<file path="src/rtl/cpu_pkg.sv">
// Shared CPU types: condition codes, branch kinds and the packed NZVC flag word.
package cpu_pkg;

   typedef enum logic [3:0] {
      COND_EQ = 4'h0, COND_NE = 4'h1, COND_HS = 4'h2, COND_LO = 4'h3,
      COND_MI = 4'h4, COND_PL = 4'h5, COND_VS = 4'h6, COND_VC = 4'h7,
      COND_HI = 4'h8, COND_LS = 4'h9, COND_GE = 4'hA, COND_LT = 4'hB,
      COND_GT = 4'hC, COND_LE = 4'hD, COND_AL = 4'hE, COND_NV = 4'hF
   } cond_e;

   typedef enum logic [1:0] {
      BR_NONE = 2'b00,
      BR_CBZ  = 2'b01,
      BR_CBNZ = 2'b10,
      BR_COND = 2'b11
   } br_kind_e;

   typedef struct packed {
      logic n;
      logic z;
      logic v;
      logic c;
   } flags_t;

endpackage

</file>
<file path="src/rtl/ex_mem_flags_if.sv">
// EX-side inputs and MEM-side latch outputs of the EX/MEM stage, with stall/flush.
interface ex_mem_flags_if #(
   parameter int DW = 64,
   parameter int RW = 5
);
   logic          stall;
   logic          flush;
   logic          ex_valid;
   logic [DW-1:0] alu_result;
   logic          alu_neg;
   logic          alu_zero;
   logic          alu_ovf;
   logic          alu_cout;
   logic          set_flags;
   logic [1:0]    br_kind;
   logic [3:0]    cond;
   logic [DW-1:0] br_target;
   logic [DW-1:0] store_data;
   logic [RW-1:0] rd;
   logic          reg_write;
   logic          mem_read;
   logic          mem_write;

   logic          mem_valid;
   logic [DW-1:0] mem_result;
   logic [DW-1:0] mem_store_data;
   logic [RW-1:0] mem_rd;
   logic          mem_reg_write;
   logic          mem_mem_read;
   logic          mem_mem_write;
   logic          mem_br_taken;
   logic [DW-1:0] mem_br_target;
   logic [3:0]    flags;

   modport master (
      output stall, flush, ex_valid, alu_result, alu_neg, alu_zero, alu_ovf, alu_cout,
             set_flags, br_kind, cond, br_target, store_data, rd,
             reg_write, mem_read, mem_write,
      input  mem_valid, mem_result, mem_store_data, mem_rd, mem_reg_write,
             mem_mem_read, mem_mem_write, mem_br_taken, mem_br_target, flags
   );

   modport slave (
      input  stall, flush, ex_valid, alu_result, alu_neg, alu_zero, alu_ovf, alu_cout,
             set_flags, br_kind, cond, br_target, store_data, rd,
             reg_write, mem_read, mem_write,
      output mem_valid, mem_result, mem_store_data, mem_rd, mem_reg_write,
             mem_mem_read, mem_mem_write, mem_br_taken, mem_br_target, flags
   );
endinterface

</file>
<file path="src/rtl/cond_eval.sv">
// Evaluates a B.cond condition code against a stored NZVC flag word.
module cond_eval
   import cpu_pkg::*;
(
   input  flags_t flags,
   input  cond_e  cond,
   output logic   taken
);

   always_comb begin
      // NOTE: every combinational output gets a default first so no path can infer a latch.
      taken = 1'b1;
      case (cond)
         COND_EQ: taken =  flags.z;
         COND_NE: taken = ~flags.z;
         COND_HS: taken =  flags.c;
         COND_LO: taken = ~flags.c;
         COND_MI: taken =  flags.n;
         COND_PL: taken = ~flags.n;
         COND_VS: taken =  flags.v;
         COND_VC: taken = ~flags.v;
         COND_HI: taken =   flags.c & ~flags.z;
         COND_LS: taken = ~(flags.c & ~flags.z);
         COND_GE: taken =  (flags.n == flags.v);
         COND_LT: taken =  (flags.n != flags.v);
         COND_GT: taken =   ~flags.z & (flags.n == flags.v);
         COND_LE: taken = ~(~flags.z & (flags.n == flags.v));
         default: taken = 1'b1;
      endcase
   end

endmodule

</file>
<file path="src/rtl/ex_mem_flags.sv">
// EX/MEM pipeline latch with the architectural NZVC register and branch resolution.
module ex_mem_flags
   import cpu_pkg::*;
#(
   parameter int DW = 64,
   parameter int RW = 5
) (
   input logic          clk,
   input logic          reset,
   ex_mem_flags_if.slave bus
);

   flags_t        flags_q;
   logic          fire;
   logic          cond_taken;
   logic          br_taken;
   br_kind_e      kind;

   logic          valid_q;
   logic [DW-1:0] result_q;
   logic [DW-1:0] store_data_q;
   logic [RW-1:0] rd_q;
   logic          reg_write_q;
   logic          mem_read_q;
   logic          mem_write_q;
   logic          br_taken_q;
   logic [DW-1:0] br_target_q;

   assign fire = bus.ex_valid & ~bus.stall & ~bus.flush;
   assign kind = br_kind_e'(bus.br_kind);

   // B.cond always reads the stored flags; the setter has already left EX.
   cond_eval u_cond_eval (
      .flags (flags_q),
      .cond  (cond_e'(bus.cond)),
      .taken (cond_taken)
   );

   always_comb begin
      br_taken = 1'b0;
      case (kind)
         BR_CBZ:  br_taken =  bus.alu_zero;
         BR_CBNZ: br_taken = ~bus.alu_zero;
         BR_COND: br_taken =  cond_taken;
         default: br_taken = 1'b0;
      endcase
   end

   always_ff @(posedge clk) begin
      // NOTE: sequential state uses non-blocking assignments so every register samples pre-edge values.
      if (reset) begin
         flags_q      <= '0;
         valid_q      <= 1'b0;
         result_q     <= '0;
         store_data_q <= '0;
         rd_q         <= '0;
         reg_write_q  <= 1'b0;
         mem_read_q   <= 1'b0;
         mem_write_q  <= 1'b0;
         br_taken_q   <= 1'b0;
         br_target_q  <= '0;
      end else if (!bus.stall) begin
         if (bus.flush) begin
            // Bubble: kill side effects, data fields simply hold.
            valid_q     <= 1'b0;
            reg_write_q <= 1'b0;
            mem_read_q  <= 1'b0;
            mem_write_q <= 1'b0;
            br_taken_q  <= 1'b0;
         end else begin
            valid_q      <= bus.ex_valid;
            result_q     <= bus.alu_result;
            store_data_q <= bus.store_data;
            rd_q         <= bus.rd;
            reg_write_q  <= bus.ex_valid & bus.reg_write;
            mem_read_q   <= bus.ex_valid & bus.mem_read;
            mem_write_q  <= bus.ex_valid & bus.mem_write;
            br_taken_q   <= bus.ex_valid & br_taken;
            br_target_q  <= bus.br_target;
         end
         if (fire && bus.set_flags) begin
            flags_q <= '{n: bus.alu_neg, z: bus.alu_zero, v: bus.alu_ovf, c: bus.alu_cout};
         end
      end
   end

   assign bus.mem_valid      = valid_q;
   assign bus.mem_result     = result_q;
   assign bus.mem_store_data = store_data_q;
   assign bus.mem_rd         = rd_q;
   assign bus.mem_reg_write  = reg_write_q;
   assign bus.mem_mem_read   = mem_read_q;
   assign bus.mem_mem_write  = mem_write_q;
   assign bus.mem_br_taken   = br_taken_q;
   assign bus.mem_br_target  = br_target_q;
   assign bus.flags          = flags_q;

endmodule
</file>
<file path="src/flat_wrapper.sv">
// flat-port wrapper written by rule: the top's interface ports become plain ports
module ex_mem_flags_flat import cpu_pkg::*;
#(
   parameter int DW = 64,
   parameter int RW = 5
)
  (clk, reset, bus_stall, bus_flush, bus_ex_valid, bus_alu_result, bus_alu_neg, bus_alu_zero, bus_alu_ovf, bus_alu_cout, bus_set_flags, bus_br_kind, bus_cond, bus_br_target, bus_store_data, bus_rd, bus_reg_write, bus_mem_read, bus_mem_write, bus_mem_valid, bus_mem_result, bus_mem_store_data, bus_mem_rd, bus_mem_reg_write, bus_mem_mem_read, bus_mem_mem_write, bus_mem_br_taken, bus_mem_br_target, bus_flags);
  ex_mem_flags_if #(.DW(DW), .RW(RW)) bus_i ();
  input logic clk;
  input logic reset;
  input wire logic [$bits(bus_i.stall)-1:0] bus_stall;
  input wire logic [$bits(bus_i.flush)-1:0] bus_flush;
  input wire logic [$bits(bus_i.ex_valid)-1:0] bus_ex_valid;
  input wire logic [$bits(bus_i.alu_result)-1:0] bus_alu_result;
  input wire logic [$bits(bus_i.alu_neg)-1:0] bus_alu_neg;
  input wire logic [$bits(bus_i.alu_zero)-1:0] bus_alu_zero;
  input wire logic [$bits(bus_i.alu_ovf)-1:0] bus_alu_ovf;
  input wire logic [$bits(bus_i.alu_cout)-1:0] bus_alu_cout;
  input wire logic [$bits(bus_i.set_flags)-1:0] bus_set_flags;
  input wire logic [$bits(bus_i.br_kind)-1:0] bus_br_kind;
  input wire logic [$bits(bus_i.cond)-1:0] bus_cond;
  input wire logic [$bits(bus_i.br_target)-1:0] bus_br_target;
  input wire logic [$bits(bus_i.store_data)-1:0] bus_store_data;
  input wire logic [$bits(bus_i.rd)-1:0] bus_rd;
  input wire logic [$bits(bus_i.reg_write)-1:0] bus_reg_write;
  input wire logic [$bits(bus_i.mem_read)-1:0] bus_mem_read;
  input wire logic [$bits(bus_i.mem_write)-1:0] bus_mem_write;
  output wire logic [$bits(bus_i.mem_valid)-1:0] bus_mem_valid;
  output wire logic [$bits(bus_i.mem_result)-1:0] bus_mem_result;
  output wire logic [$bits(bus_i.mem_store_data)-1:0] bus_mem_store_data;
  output wire logic [$bits(bus_i.mem_rd)-1:0] bus_mem_rd;
  output wire logic [$bits(bus_i.mem_reg_write)-1:0] bus_mem_reg_write;
  output wire logic [$bits(bus_i.mem_mem_read)-1:0] bus_mem_mem_read;
  output wire logic [$bits(bus_i.mem_mem_write)-1:0] bus_mem_mem_write;
  output wire logic [$bits(bus_i.mem_br_taken)-1:0] bus_mem_br_taken;
  output wire logic [$bits(bus_i.mem_br_target)-1:0] bus_mem_br_target;
  output wire logic [$bits(bus_i.flags)-1:0] bus_flags;
  assign bus_i.stall = bus_stall;
  assign bus_i.flush = bus_flush;
  assign bus_i.ex_valid = bus_ex_valid;
  assign bus_i.alu_result = bus_alu_result;
  assign bus_i.alu_neg = bus_alu_neg;
  assign bus_i.alu_zero = bus_alu_zero;
  assign bus_i.alu_ovf = bus_alu_ovf;
  assign bus_i.alu_cout = bus_alu_cout;
  assign bus_i.set_flags = bus_set_flags;
  assign bus_i.br_kind = bus_br_kind;
  assign bus_i.cond = bus_cond;
  assign bus_i.br_target = bus_br_target;
  assign bus_i.store_data = bus_store_data;
  assign bus_i.rd = bus_rd;
  assign bus_i.reg_write = bus_reg_write;
  assign bus_i.mem_read = bus_mem_read;
  assign bus_i.mem_write = bus_mem_write;
  assign bus_mem_valid = bus_i.mem_valid;
  assign bus_mem_result = bus_i.mem_result;
  assign bus_mem_store_data = bus_i.mem_store_data;
  assign bus_mem_rd = bus_i.mem_rd;
  assign bus_mem_reg_write = bus_i.mem_reg_write;
  assign bus_mem_mem_read = bus_i.mem_mem_read;
  assign bus_mem_mem_write = bus_i.mem_mem_write;
  assign bus_mem_br_taken = bus_i.mem_br_taken;
  assign bus_mem_br_target = bus_i.mem_br_target;
  assign bus_flags = bus_i.flags;
  ex_mem_flags #(.DW(DW), .RW(RW)) u_core (.clk(clk), .reset(reset), .bus(bus_i));
endmodule
</file>
<file path="config.mk">
export PLATFORM = sky130hd
export DESIGN_NAME = ex_mem_flags_flat
export DESIGN_NICKNAME = d
export VERILOG_FILES = /design/src/rtl/cpu_pkg.sv /design/src/rtl/ex_mem_flags_if.sv /design/src/rtl/cond_eval.sv /design/src/rtl/ex_mem_flags.sv /design/src/flat_wrapper.sv
export SDC_FILE = /design/constraint.sdc
export NUM_CORES = 1
export LEC_CHECK = 0
export CAP_MARGIN = 5
export CORE_AREA = 10 10 157 159
export DETAILED_ROUTE_END_ITERATION = 8
export DIE_AREA = 0 0 167 169
export GPL_TIMING_DRIVEN = 0
export PLACE_DENSITY = 0.71
export SLEW_MARGIN = 20
export SYNTH_ARGS = -nofsm -noshare
export SYNTH_HDL_FRONTEND = slang
export SYNTH_SLANG_ARGS = --single-unit
</file>
<file path="constraint.sdc">
create_clock -name clk -period 2.05 [get_ports clk]
set_input_delay 0.205 -clock clk [delete_from_list [all_inputs] [get_ports clk]]
set_output_delay 0.205 -clock clk [all_outputs]
set_load 0.005 [all_outputs]
</file>
==> impl_metrics.env, run 1 <==
export IMPL_grt_use_total=0.204
export IMPL_root_buffer="clkbuf_16"
export IMPL_areaGrowthSynthToFinish_pct=72.7
export IMPL_ys_types=31
export IMPL_cts_buffers=24
export IMPL_critPathKind="reg -> out"
export IMPL_nFillCells=1931
export IMPL_cts_sinks=206
export IMPL_critPathSlowestCell="clkdlybuf4s50_1"
export IMPL_synth_ff_type="dfxtp_1"
export IMPL_grt_pass1_wl_um=46200
export IMPL_synth_fp_nets=1137
export IMPL_detail_route_wl_per_cell_um=18.5
export IMPL_die_h_um=169
export IMPL_core_sq_um=21600
export IMPL_syn_area_sq_um=7300
export IMPL_initial_utilization=0.339
export IMPL_grt_overflow=0
export IMPL_path_delay_family="buffers and inverters"
export IMPL_drv_cap=0
export IMPL_worst_slack_ns=0.369
export IMPL_h_tree_depth=1
export IMPL_end_kind="primary output"
export IMPL_die_w_um=167
export IMPL_synth_warning_count=0
export IMPL_num_rows=54
export IMPL_ys_top_cells_by_area="dfxtp_1 (57%), nand2_1 (21%), a21oi_1 (14%)"
export IMPL_finalClockSkew_ns=0.00169
export IMPL_slew_violations=0
export IMPL_clk_path_buf_depth=3
export IMPL_fin_crit_ns=1.68
export IMPL_mostFrequentLayoutCell="clkdlybuf4s50_1"
export IMPL_finalCritPeriodShare=0.820
export IMPL_status="finished clean"
export IMPL_yosysTopAreaCellShare=0.565
export IMPL_ant_nets=0
export IMPL_relSlewSlack=0.620
export IMPL_fin_nets=1581
export IMPL_cts_tree="done"
export IMPL_port_buffers=417
export IMPL_antenna_found_initial=2
export IMPL_synth_async_reset_ratio=0
export IMPL_worstMarginPinSlew_ns=0.570
export IMPL_worst_path_buf_inv=1
export IMPL_synth_edff_count=0
export IMPL_drive_gt1_frac=0.0615
export IMPL_dr_pass1_iters=5
export IMPL_slowest_delay_ns=0.57
export IMPL_post_dp_hpwl_um=24100
export IMPL_critical_path_arrival_ns=1.48
export IMPL_rsz0062_at_grt="false"
export IMPL_grt_pass1_vias=7857
export IMPL_tns_ns=0
export IMPL_crit_path_max_fanout=6
export IMPL_crit_path_start_kind="flip-flop"
export IMPL_cts_setup_buffers=0
export IMPL_avgSynthCellArea_sq_um=7.92
export IMPL_drtIter0Drc=346
export IMPL_routed_wl_um=30900
export IMPL_path_cells="clkdlybuf4s50_1"
export IMPL_remaining_drc_errors=0
export IMPL_pre_cts_ws_ns=0.0233
export IMPL_hold_violations=0
export IMPL_clk_latency_ns=0.51
export IMPL_synth_largest_area_cell="dfxtp_1"
export IMPL_max_freq_mhz=595
export IMPL_powerDensity_nw_per_um2=777
export IMPL_place_gp_congestion=0.889
export IMPL_setup_viol=0
export IMPL_io_pins=422
export IMPL_synthCells=921
export IMPL_cp_required_ns=1.85
export IMPL_synth_seq_cells=206
export IMPL_num_vias=7781
export IMPL_ir_drop_uv=978
export IMPL_die_area_sq_um=28200
export IMPL_ctsResizeCount=0
export IMPL_hold_class="in -> reg"
export IMPL_synth_seq_area_share=0.565
export IMPL_clkSlewWorstSetupHoldPaths_ns=0.06
export IMPL_grt_max_degree=13
export IMPL_p_leak_uw=0.00464
export IMPL_layout_common_cells="clkdlybuf4s50_1 (417), nand2_1 (400), dfxtp_1 (206)"
export IMPL_vias_per_cell=4.68
area by class of cell:
cell class	count	area (sq um)	area share
antenna	2	5.00	0.000397
buffer	71	354	0.0281
clock buffer	37	711	0.0564
clock inverter	6	55.1	0.00437
inverter	1	3.75	0.000298
multi-input combinational	643	2820	0.223
sequential	206	4120	0.327
tap	280	350	0.0278
timing repair buffer	418	4180	0.332
registers in the layout (all words and copies together), names as in the netlist:
register / count
u_core.bus.flags: 4
u_core.bus.mem_result: 64
u_core.bus.mem_rd: 5
u_core.bus.mem_valid: 1
u_core.bus.mem_br_target: 64
u_core.bus.mem_br_taken: 1
u_core.bus.mem_mem_write: 1
u_core.bus.mem_store_data: 64
u_core.bus.mem_mem_read: 1
u_core.bus.mem_reg_write: 1
through the flow:
step	cell area, sq um	hold slack (ns)	std cells	utilization	power (uW)
floorplan	7300	0.341	921	-	4770
global placement	11800	0.440	1618	0.548	5700
detailed placement	11800	0.446	1618	0.548	5720
CTS	12600	0.0949	1662	0.584	9910
global route	12600	0.124	1664	0.585	10200
finish	12600	0.114	1664	0.585	9800
path summary, 6_finish.rpt:
check | endpoint | slack, ns | start | cells past startpoint
max | bus_flags[2] | 0.37 | u_core.bus.flags[2]$_SDFFE_PP0P_ | 1
min | u_core.bus.mem_br_taken$_SDFFE_PP0N_ | 0.11 | reset | 3
max reg2reg | u_core.bus.mem_br_taken$_SDFFE_PP0N_ | 0.85 | u_core.bus.flags[1]$_SDFFE_PP0P_ | 4
min reg2reg | u_core.bus.mem_result[52]$_SDFFE_PP0P_ | 0.45 | u_core.bus.mem_result[52]$_SDFFE_PP0P_ | 2
report_power, final:
| group | switching [uW] | internal (uW) | total, uW |
|---|---|---|---|
| Combinational | 538 | 810 | 1350 |
| Sequential | 92.5 | 4190 | 4280 |
| Clock | 1670 | 2500 | 4170 |
| Total | 2300 | 7500 | 9800 |
cell usage after synthesis (2+ instances only):
| cell | n |
|---|---|
| a211oi_1 | 2 |
| a21oi_1 | 200 |
| xor2_1 | 2 |
| buf_2 | 40 |
| nor2b_1 | 2 |
| clkbuf_1 | 23 |
| mux2i_1 | 8 |
| nand2_1 | 400 |
| nand3b_1 | 4 |
| nor2_1 | 9 |
| buf_4 | 5 |
| dfxtp_1 | 206 |
| or3b_1 | 2 |
worst register-to-register path, stage by stage, from the launching register on:
cell and delay, ns:
dfxtp_1 0.34, mux2i_1 0.22, mux2i_1 0.26, a211oi_1 0.06
a211oi_1 0.23
layer usage:
| metal | vias up | global-route usage | wire (um) |
|---|---|---|---|
| li1 | 3850 | - | - |
| met1 | 3586 | 0.216 | 11800 |
| met2 | 289 | 0.371 | 15700 |
| met3 | 56 | 0.0704 | 2570 |
| met4 | 0 | 0.0645 | 796 |
| met5 | - | 0 | 0 |
what timing repair did:
item | CTS | global route
hold buffers | 1 | 0
hold endpoints to repair | 3 | 0
setup endpoints to repair | 0 | 0
cells by family (layout without fill, tap and decap cells):
group / count (synthesis) / after routing / share of synthesized area
buffers and inverters: 72 / 533 / 0.0490
other: 0 / 2 / 0
and+or+nand+nor: 423 / 423 / 0.224
AOI/OAI and AO/OA: 208 / 208 / 0.145
xor gates and xnor gates: 3 / 3 / 0.00360
muxes: 9 / 9 / 0.0125
DFF: 206 / 206 / 0.565
(Power assumes the default switching activity.)
==> inputs of run 2 (changes only) <==
CORE_AREA = 10 10 154 156   (was 10 10 157 159)
DIE_AREA = 0 0 164 166   (was 0 0 167 169)
PLACE_DENSITY = 0.74   (was 0.71)
clock period = 1.6 ns   (was 2.05 ns; I/O delays follow)
==> run 2 against run 1 <==
Net effect: die area shrank 3.5%; clock-buffer cell count shrank 5; first-iteration DRC count grew 4.3%; non-clock buffer count grew 1; sequential power grew 28%; core utilization grew 2.3 points; register-to-register slack lost 0.46 ns; design area shrank 0.25%; critical path depth is the same; routed wire length shrank 3.5%; combinational power grew 28%; via count shrank 0.84%.
==> impl_metrics.env, run 2 (same netlist as run 1, synthesis figures left out) <==
export IMPL_status="finished clean"
export IMPL_num_rows=53
export IMPL_grt_use_total=0.204
export IMPL_die_area_sq_um=27200
export IMPL_grt_max_degree=14
export IMPL_ant_nets=0
export IMPL_detail_route_wl_per_cell_um=18.0
export IMPL_initial_utilization=0.353
export IMPL_relSlewSlack=0.587
export IMPL_path_cells="clkdlybuf4s50_1"
export IMPL_mostFrequentLayoutCell="clkdlybuf4s50_1"
export IMPL_end_kind="primary output"
export IMPL_routed_wl_um=29800
export IMPL_clkSlewWorstSetupHoldPaths_ns=0.06
export IMPL_grt_pass1_vias=7608
export IMPL_critPathSlowestCell="clkdlybuf4s50_1"
export IMPL_crit_path_start_kind="flip-flop"
export IMPL_nFillCells=1847
export IMPL_grt_overflow=0
export IMPL_slew_violations=0
export IMPL_cts_buffers=23
export IMPL_hold_violations=0
export IMPL_powerDensity_nw_per_um2=982
export IMPL_remaining_drc_errors=0
export IMPL_layout_common_cells="clkdlybuf4s50_1 (411), nand2_1 (400), dfxtp_1 (202)"
export IMPL_place_gp_congestion=0.872
export IMPL_drtIter0Drc=361
export IMPL_die_h_um=166
export IMPL_cts_tree="done"
export IMPL_finalCritPeriodShare=0.983
export IMPL_cts_sinks=206
export IMPL_fin_nets=1581
export IMPL_fin_cells=1655
export IMPL_drive_gt1_frac=0.0624
export IMPL_setup_viol=0
export IMPL_rsz0062_at_grt="false"
export IMPL_root_buffer="clkbuf_16"
export IMPL_hold_class="in -> reg"
export IMPL_fin_crit_ns=1.57
export IMPL_cp_required_ns=1.44
export IMPL_p_total_uw=12300
export IMPL_final_util=0.608
export IMPL_critical_path_arrival_ns=1.41
export IMPL_num_vias=7716
export IMPL_clk_path_buf_depth=3
export IMPL_worstMarginPinSlew_ns=0.619
export IMPL_vias_per_cell=4.66
export IMPL_slowest_delay_ns=0.54
export IMPL_core_sq_um=20700
export IMPL_dr_pass1_iters=4
export IMPL_finalClockSkew_ns=0.00368
export IMPL_drv_cap=0
export IMPL_areaGrowthSynthToFinish_pct=72.3
export IMPL_grt_pass1_wl_um=44000
export IMPL_path_delay_family="buffers and inverters"
export IMPL_io_pins=422
export IMPL_critPathKind="reg -> out"
export IMPL_antenna_found_initial=2
export IMPL_cts_setup_buffers=0
export IMPL_max_freq_mhz=636
export IMPL_worst_path_buf_inv=1
export IMPL_placed_cells=1613
export IMPL_p_leak_uw=0.00469
export IMPL_die_w_um=164
export IMPL_post_dp_hpwl_um=23400
export IMPL_crit_path_max_fanout=2
export IMPL_port_buffers=417
export IMPL_h_tree_depth=1
export IMPL_clk_latency_ns=0.50
export IMPL_ir_drop_uv=776
## run 2: final cells by class
class                           instances  area (sq um)  share of cell area
Antenna cell                            2          5.00            0.000398
Buffer                                 71           354              0.0282
Clock buffer                           32           639              0.0509
Clock inverter                          6          82.6             0.00657
Inverter                                1          3.75            0.000299
Multi-Input combinational cell        643          2820               0.224
Sequential cell                       206          4130               0.328
Tap cell                              275           344              0.0274
Timing Repair Buffer                  419          4200               0.334
## run 2: path summary, 6_finish.rpt
check,startpoint,endpoint,slack [ns],depth (start not counted)
setup / recovery,u_core.bus.mem_br_target[35]$_SDFFE_PP0P_,bus_mem_br_target[35],0.03,1
hold / removal,bus_stall,u_core.bus.mem_br_taken$_SDFFE_PP0N_,0.06,4
setup reg to reg,u_core.bus.flags[1]$_SDFFE_PP0P_,u_core.bus.mem_br_taken$_SDFFE_PP0N_,0.39,4
hold reg to reg,u_core.bus.mem_store_data[29]$_SDFFE_PP0P_,u_core.bus.mem_store_data[29]$_SDFFE_PP0P_,0.45,2
## run 2: per-layer routing
metal / global-route usage / vias to the layer above / share of wire
met5: 0 / - / 0
met4: 0.0637 / 0 / 0.024
met3: 0.0719 / 43 / 0.10
met2: 0.366 / 297 / 0.50
met1: 0.217 / 3522 / 0.37
li1: - / 3854 / -
## run 2: repair_timing
action,in CTS,in global routing
endpoints found under the setup margin,7,3
endpoints found under the hold margin,4,0
resized for setup,7,3
pin swaps,0,0
gates cloned,0,0
hold buffers,2,0
## run 2: stage by stage
step | setup TNS [ns] | area (sq um) | setup slack [ns] | hold slack (ns)
3_3_place_gp | -37.47 | 11800 | -0.353 | 0.440
6_report | 0 | 12600 | 0.0276 | 0.0609
4_1_cts | 0 | 12600 | 0.00563 | 0.0334
3_5_place_dp | -37.10 | 11800 | -0.378 | 0.446
2_1_floorplan | 0 | 7300 | 0.391 | 0.296
5_1_grt | 0 | 12600 | 0.00180 | 0.0452
## run 2: power by group
part / leakage (uW) / switching (uW) / internal (uW)
clock: 0.000352 / 2050 / 3090
combinational: 0.00265 / 688 / 1040
sequential: 0.00169 / 116 / 5360
total: 0.00469 / 2860 / 9490
